==> src/rtl/irq_pkg.sv <==
// Purpose: shared constants, FSM state encoding and index decode helper for the IRQ front end.
// Latency: n/a (declarations only).
// Backpressure: n/a.
package irq_pkg;

    localparam int N  = 8;   // request lines, fixed to match the external 8:3 encoder
    localparam int IW = 3;   // index width, log2(N)

    typedef enum logic {
        IDLE  = 1'b0,
        OFFER = 1'b1
    } state_t;

    // One-hot decode of an index, used to clear the serviced pending bit.
    function automatic logic [N-1:0] idx_to_onehot(input logic [IW-1:0] idx);
        logic [N-1:0] v;
        v      = '0;
        v[idx] = 1'b1;
        return v;
    endfunction

endpackage

==> src/rtl/irq_pending_ctrl_if.sv <==
// Purpose: bundles request inputs, encoder loop (y/q), status and the index offer handshake.
// Latency: n/a (wires only).
// Backpressure: irq_valid/irq_ready; the offer holds until irq_ready is seen.
// Ports: master = controller side (drives y, pending, irq_valid, irq_index),
//        slave  = environment side (drives irq_in, mask, q, irq_ready).
interface irq_pending_ctrl_if;
    import irq_pkg::*;

    logic [N-1:0]  irq_in;
    logic [N-1:0]  mask;
    logic [N-1:0]  y;
    logic [IW-1:0] q;
    logic          irq_valid;
    logic [IW-1:0] irq_index;
    logic          irq_ready;
    logic [N-1:0]  pending;

    modport master (
        input  irq_in, mask, q, irq_ready,
        output y, irq_valid, irq_index, pending
    );

    modport slave (
        output irq_in, mask, q, irq_ready,
        input  y, irq_valid, irq_index, pending
    );

endinterface

==> src/rtl/irq_sync_edge.sv <==
// Purpose: per-line SYNC_STAGES synchronizer, history flop and rising-edge pulse.
// Latency: input high before edge k gives rise=1 between edges k+SYNC_STAGES-1 and k+SYNC_STAGES.
// Backpressure: none; pulses are one cycle wide and must be captured by the consumer.
// Ports: clk, rst_n; d = raw async lines; rise = one-cycle pulse per synchronized 0->1 transition.
module irq_sync_edge #(
    parameter int N           = 8,
    parameter int SYNC_STAGES = 2   // must be >= 2 for metastability settling
) (
    input  logic         clk,
    input  logic         rst_n,
    input  logic [N-1:0] d,
    output logic [N-1:0] rise
);

    logic [SYNC_STAGES-1:0][N-1:0] sync_q;
    logic [N-1:0]                  hist_q;

    always_ff @(posedge clk or negedge rst_n) begin
        if (!rst_n) begin
            sync_q <= '0;
            hist_q <= '0;
        end else begin
            sync_q[0] <= d;
            for (int s = 1; s < SYNC_STAGES; s++) begin
                sync_q[s] <= sync_q[s-1];
            end
            hist_q <= sync_q[SYNC_STAGES-1];
        end
    end

    // A level held high yields a single pulse: once hist catches up, rise drops.
    assign rise = sync_q[SYNC_STAGES-1] & ~hist_q;

endmodule

==> src/rtl/irq_pending_ctrl.sv <==
// Purpose: latch synchronized IRQ edges into pending, feed pending&mask to the encoder, offer its index.
// Latency: irq_in high before edge k -> pending at k+2 -> irq_valid/irq_index at k+3.
// Backpressure: offer (index frozen) held until irq_ready; one IDLE cycle between offers.
// Ports: clk, rst_n (async active-low); bus = irq_pending_ctrl_if.master
//        (irq_in, mask, q in; y, pending, irq_valid, irq_index out; irq_ready in).
module irq_pending_ctrl
    import irq_pkg::*;
#(
    parameter int SYNC_STAGES = 2
) (
    input  logic                 clk,
    input  logic                 rst_n,
    irq_pending_ctrl_if.master   bus
);

    logic [N-1:0]  rise;
    logic [N-1:0]  pending_q;
    logic [N-1:0]  pending_d;
    logic [N-1:0]  clr_vec;
    logic [IW-1:0] index_q;
    state_t        state_q;
    state_t        state_d;
    logic          load_index;
    logic          accept;

    irq_sync_edge #(
        .N           (N),
        .SYNC_STAGES (SYNC_STAGES)
    ) u_sync_edge (
        .clk   (clk),
        .rst_n (rst_n),
        .d     (bus.irq_in),
        .rise  (rise)
    );

    // Next state. Loading only from IDLE guarantees a settling cycle for y/q
    // after a clear, and freezes the index for the whole offer.
    always_comb begin
        state_d    = state_q;
        load_index = 1'b0;
        accept     = 1'b0;
        case (state_q)
            IDLE: begin
                if (|bus.y) begin
                    load_index = 1'b1;
                    state_d    = OFFER;
                end
            end
            OFFER: begin
                if (bus.irq_ready) begin
                    accept  = 1'b1;
                    state_d = IDLE;
                end
            end
            default: state_d = IDLE;
        endcase
    end

    // Clear is applied before OR-ing in new edges, so a same-cycle edge on
    // the serviced line survives as a fresh request.
    assign clr_vec   = accept ? idx_to_onehot(index_q) : '0;
    assign pending_d = (pending_q & ~clr_vec) | rise;

    always_ff @(posedge clk or negedge rst_n) begin
        if (!rst_n) begin
            state_q   <= IDLE;
            index_q   <= '0;
            pending_q <= '0;
        end else begin
            state_q   <= state_d;
            pending_q <= pending_d;
            if (load_index) begin
                index_q <= bus.q;
            end
        end
    end

    assign bus.y         = pending_q & bus.mask;
    assign bus.pending   = pending_q;
    assign bus.irq_valid = (state_q == OFFER);
    assign bus.irq_index = index_q;

endmodule

==> src/flat_wrapper.sv <==
// flat-port wrapper written by rule: the top's interface ports become plain ports
module irq_pending_ctrl_flat import irq_pkg::*;
#(
    parameter int SYNC_STAGES = 2
)
  (clk, rst_n, bus_irq_in, bus_mask, bus_q, bus_irq_ready, bus_y, bus_irq_valid, bus_irq_index, bus_pending);
  irq_pending_ctrl_if bus_i ();
  input  logic clk;
  input  logic rst_n;
  input wire logic [$bits(bus_i.irq_in)-1:0] bus_irq_in;
  input wire logic [$bits(bus_i.mask)-1:0] bus_mask;
  input wire logic [$bits(bus_i.q)-1:0] bus_q;
  input wire logic [$bits(bus_i.irq_ready)-1:0] bus_irq_ready;
  output wire logic [$bits(bus_i.y)-1:0] bus_y;
  output wire logic [$bits(bus_i.irq_valid)-1:0] bus_irq_valid;
  output wire logic [$bits(bus_i.irq_index)-1:0] bus_irq_index;
  output wire logic [$bits(bus_i.pending)-1:0] bus_pending;
  assign bus_i.irq_in = bus_irq_in;
  assign bus_i.mask = bus_mask;
  assign bus_i.q = bus_q;
  assign bus_i.irq_ready = bus_irq_ready;
  assign bus_y = bus_i.y;
  assign bus_irq_valid = bus_i.irq_valid;
  assign bus_irq_index = bus_i.irq_index;
  assign bus_pending = bus_i.pending;
  irq_pending_ctrl #(.SYNC_STAGES(SYNC_STAGES)) u_core (.clk(clk), .rst_n(rst_n), .bus(bus_i));
endmodule
==> config.mk <==
export PLATFORM = sky130hd
export DESIGN_NAME = irq_pending_ctrl_flat
export DESIGN_NICKNAME = d
export VERILOG_FILES = /design/src/rtl/irq_pkg.sv /design/src/rtl/irq_pending_ctrl_if.sv /design/src/rtl/irq_sync_edge.sv /design/src/rtl/irq_pending_ctrl.sv /design/src/flat_wrapper.sv
export SDC_FILE = /design/constraint.sdc
export NUM_CORES = 1
export LEC_CHECK = 0
export CORE_MARGIN = 2
export CORE_UTILIZATION = 35
export CTS_CLUSTER_DIAMETER = 50
export DETAILED_ROUTE_END_ITERATION = 10
export PLACE_DENSITY = 0.76
export SYNTH_ARGS = -nofsm -noshare
export SYNTH_HDL_FRONTEND = slang
export SYNTH_SLANG_ARGS = --single-unit
==> constraint.sdc <==
create_clock -name clk -period 1.75 [get_ports clk]
set_input_delay 0.2625 -clock clk [delete_from_list [all_inputs] [get_ports clk]]
set_output_delay 0.2625 -clock clk [all_outputs]
set_load 0.02 [all_outputs]
==> impl_metrics.tcl <==
set metrics [dict create \
    grt_pass1_vias 818 \
    crit_required_ns 1.98 \
    dp_hpwl_mm 1.63 \
    max_cap_violations 0 \
    worstSetupEndpointType "register" \
    ios 42 \
    criticalPathCategory "reg2reg" \
    yosysWarnings 0 \
    power_density_mw_per_mm2 986 \
    synth_edf_count 0 \
    p_leak_nw 0.811 \
    ys.flop_type "dfrtp_1" \
    htree_num_levels 2 \
    post-route-period-util 0.996 \
    drt-initial-drc-count 15 \
    dpl_worst_slack_ns -0.289 \
    clk_latency_ns 0.34 \
    die_x_microns 62.4 \
    cts_buffer_depth 2 \
    tightest_slew_ns 0.423 \
    multi_input_area_sq_um 275 \
    vias 790 \
    wl_per_cell_microns 12.3 \
    place.gp.congestion 0.690 \
    cts_root_buffer "clkbuf_4" \
    cts_inserted_buffers 5 \
    hold_class "in2async" \
    numPortBuffers 41 \
    nets 156 \
    diodes 0 \
    synth_fp_nets 103 \
    remaining_drc_errors 0 \
    layout_setup_ws_ns 0.00777 \
    die_area_sq_mm 0.00389 \
    finalMaxSlewViolations 0 \
    grt_pass1_wl_mm 3.80 \
    design_area_sq_mm 0.00178 \
    synth_cell_types 15 \
    ys_seq_elements 36 \
    crit_path_start_kind "register" \
    clk_pin_slew_ns 0.11 \
    cts-hold-fix-buffers 0 \
    status "finished, final reports clean" \
    syn_area_per_cell_sq_um 14.7 \
    yosysMostFrequentCell "dfrtp_1" \
    clock_sinks 36 \
    finClkSkew_ns 0.00420 \
    dpl-instance-area_sq_mm 0.00171 \
    ys_top_cells_by_area "dfrtp_1 75%, o21ai_0 5.9%, mux2_4 3.8%" \
    final_util 0.536 \
    setup_tns_ns 0 \
    hold_violations 0 \
    synth_common_cells "36 x dfrtp_1, 14 x o21ai_0, 8 x inv_1" \
    vdd_ir_drop_max_mv 0.568 \
    grt_use_total 0.132 \
    fillers 297 \
    syn-cell-area_sq_mm 0.00119 \
    area_delta_synth_final_pct 48.7 \
    async_flop_share 1.00 \
    drt-pass1-iter-count 4 \
    antenna_found_initial 0 \
    setup_violations 0 \
    die_h_microns 62.4 \
    coreArea_sq_mm 0.00331 \
    yosys.area.top_type "dfrtp_1" \
    relSlewSlack 0.718 \
    vias_per_cell 4.36 \
    start_util 0.361 \
    rows 21 \
    wl_mm 2.22 \
    critPathArrivalTime_ns 1.97 \
    syn_inst 81 \
    holdWs_ns 0.324 \
    drive_gt1_frac 0.215 \
    cts_tree "done" \
    yosysTopAreaCellShare 0.755 \
    grt.overflow.total 0 \
    period_needed_ns 1.74 \
    synth_seq_area_share 0.755 \
    ff_latch_area_sq_um 906 \
    crit_fanout 3 \
    grt_max_degree 37 \
    rsz0062_at_grt "true" \
    drt.antenna.violating_nets 0 \
    max_freq_mhz 574 \
]
==> placed cells by master, fill, tap and decap left out <==
cell type / synthesis / routed
dlygate4sd2_1: 0 / 6
nand3b_1: 1 / 1
a21oi_1: 1 / 1
clkinv_2: 0 / 2
nand2_1: 1 / 1
clkbuf_4: 0 / 5
buf_4: 0 / 5
inv_1: 8 / 8
dlymetal6s2s_1: 0 / 4
dfrtp_2: 0 / 4
nand3_1: 1 / 1
and2_1: 7 / 2
o21ai_0: 14 / 14
clkinv_4: 0 / 1
mux2_4: 3 / 3
nor3_1: 1 / 1
or4_4: 2 / 2
dfrtp_1: 36 / 32
o31ai_1: 2 / 2
and2_4: 1 / 6
nand2b_1: 2 / 2
clkdlybuf4s50_1: 0 / 31
o21bai_4: 1 / 1
==> per-layer routing <==
metal | GRT usage | share of wire | vias up
li1 | - | - | 378
met4 | 0.0667 | 0.023 | 0
met2 | 0.215 | 0.46 | 39
met1 | 0.146 | 0.43 | 366
met3 | 0.0595 | 0.086 | 7
met5 | 0 | 0 | -
==> stage by stage <==
stage,std cells,power [mW]
floorplan,81,1.13
global placement,172,1.35
detailed placement,172,1.36
CTS,181,1.79
global route,181,1.86
finish,181,1.75
==> logic make-up (layout without fill, tap and decap cells) <==
family / after synthesis / in the layout / synth area share
AO/OA/AOI/OAI: 18 / 18 / 0.0912
multiplexers: 3 / 3 / 0.0377
AND/OR/NAND/NOR: 16 / 16 / 0.0912
flip-flops: 36 / 36 / 0.755
buffers and inverters: 8 / 62 / 0.0252
==> final timing paths <==
check	start	end	slack [ns]	cells after the start
max	u_core.bus.pending[6]	u_core.bus.irq_index[0]	0.008	4
min	rst_n	u_core.u_sync_edge.sync_q[7]	0.32	2
max reg2reg	u_core.bus.pending[6]	u_core.bus.irq_index[0]	0.008	4
min reg2reg	u_core.u_sync_edge.sync_q[3]	u_core.u_sync_edge.sync_q[11]	0.36	0
max in group asynchronous	rst_n	u_core.bus.pending[7]	1.11	2
min in group clk	bus_irq_in[3]	u_core.u_sync_edge.sync_q[3]	0.35	1
==> layout make-up <==
cell class / instances / share of cell area
Sequential cell: 36 / 0.510
Timing Repair Buffer: 46 / 0.254
Multi-Input combinational cell: 37 / 0.155
Tap cell: 46 / 0.0324
Clock buffer: 5 / 0.0211
Inverter: 8 / 0.0169
Clock inverter: 3 / 0.0106
==> worst max-delay path, cell delays in order, from the launching register on <==
cell      delay, ns
dfrtp_2        0.41
and2_4         0.14
or4_4          0.55
o21bai_4       0.21
mux2_4         0.32
==> repair_timing <==
item	CTS	global route
pin swaps	3	1
gates resized for setup	6	4
buffers inserted	1	0
setup endpoints to repair	10	7
endpoints found under the hold margin	0	0
==> power by group <==
group / leakage (nW) / internal (mW) / switching [mW]
registers: 0.399 / 0.899 / 0.0480
clock network: 0.0349 / 0.154 / 0.269
logic: 0.377 / 0.207 / 0.173
==> registers in the layout, summed over array words and instances (netlist names) <==
name / count
u_core.bus.irq_index: 3
u_core.bus.irq_valid: 1
u_core.bus.pending: 8
u_core.u_sync_edge.hist_q: 8
u_core.u_sync_edge.sync_q: 16
(Power assumes the default switching activity.)
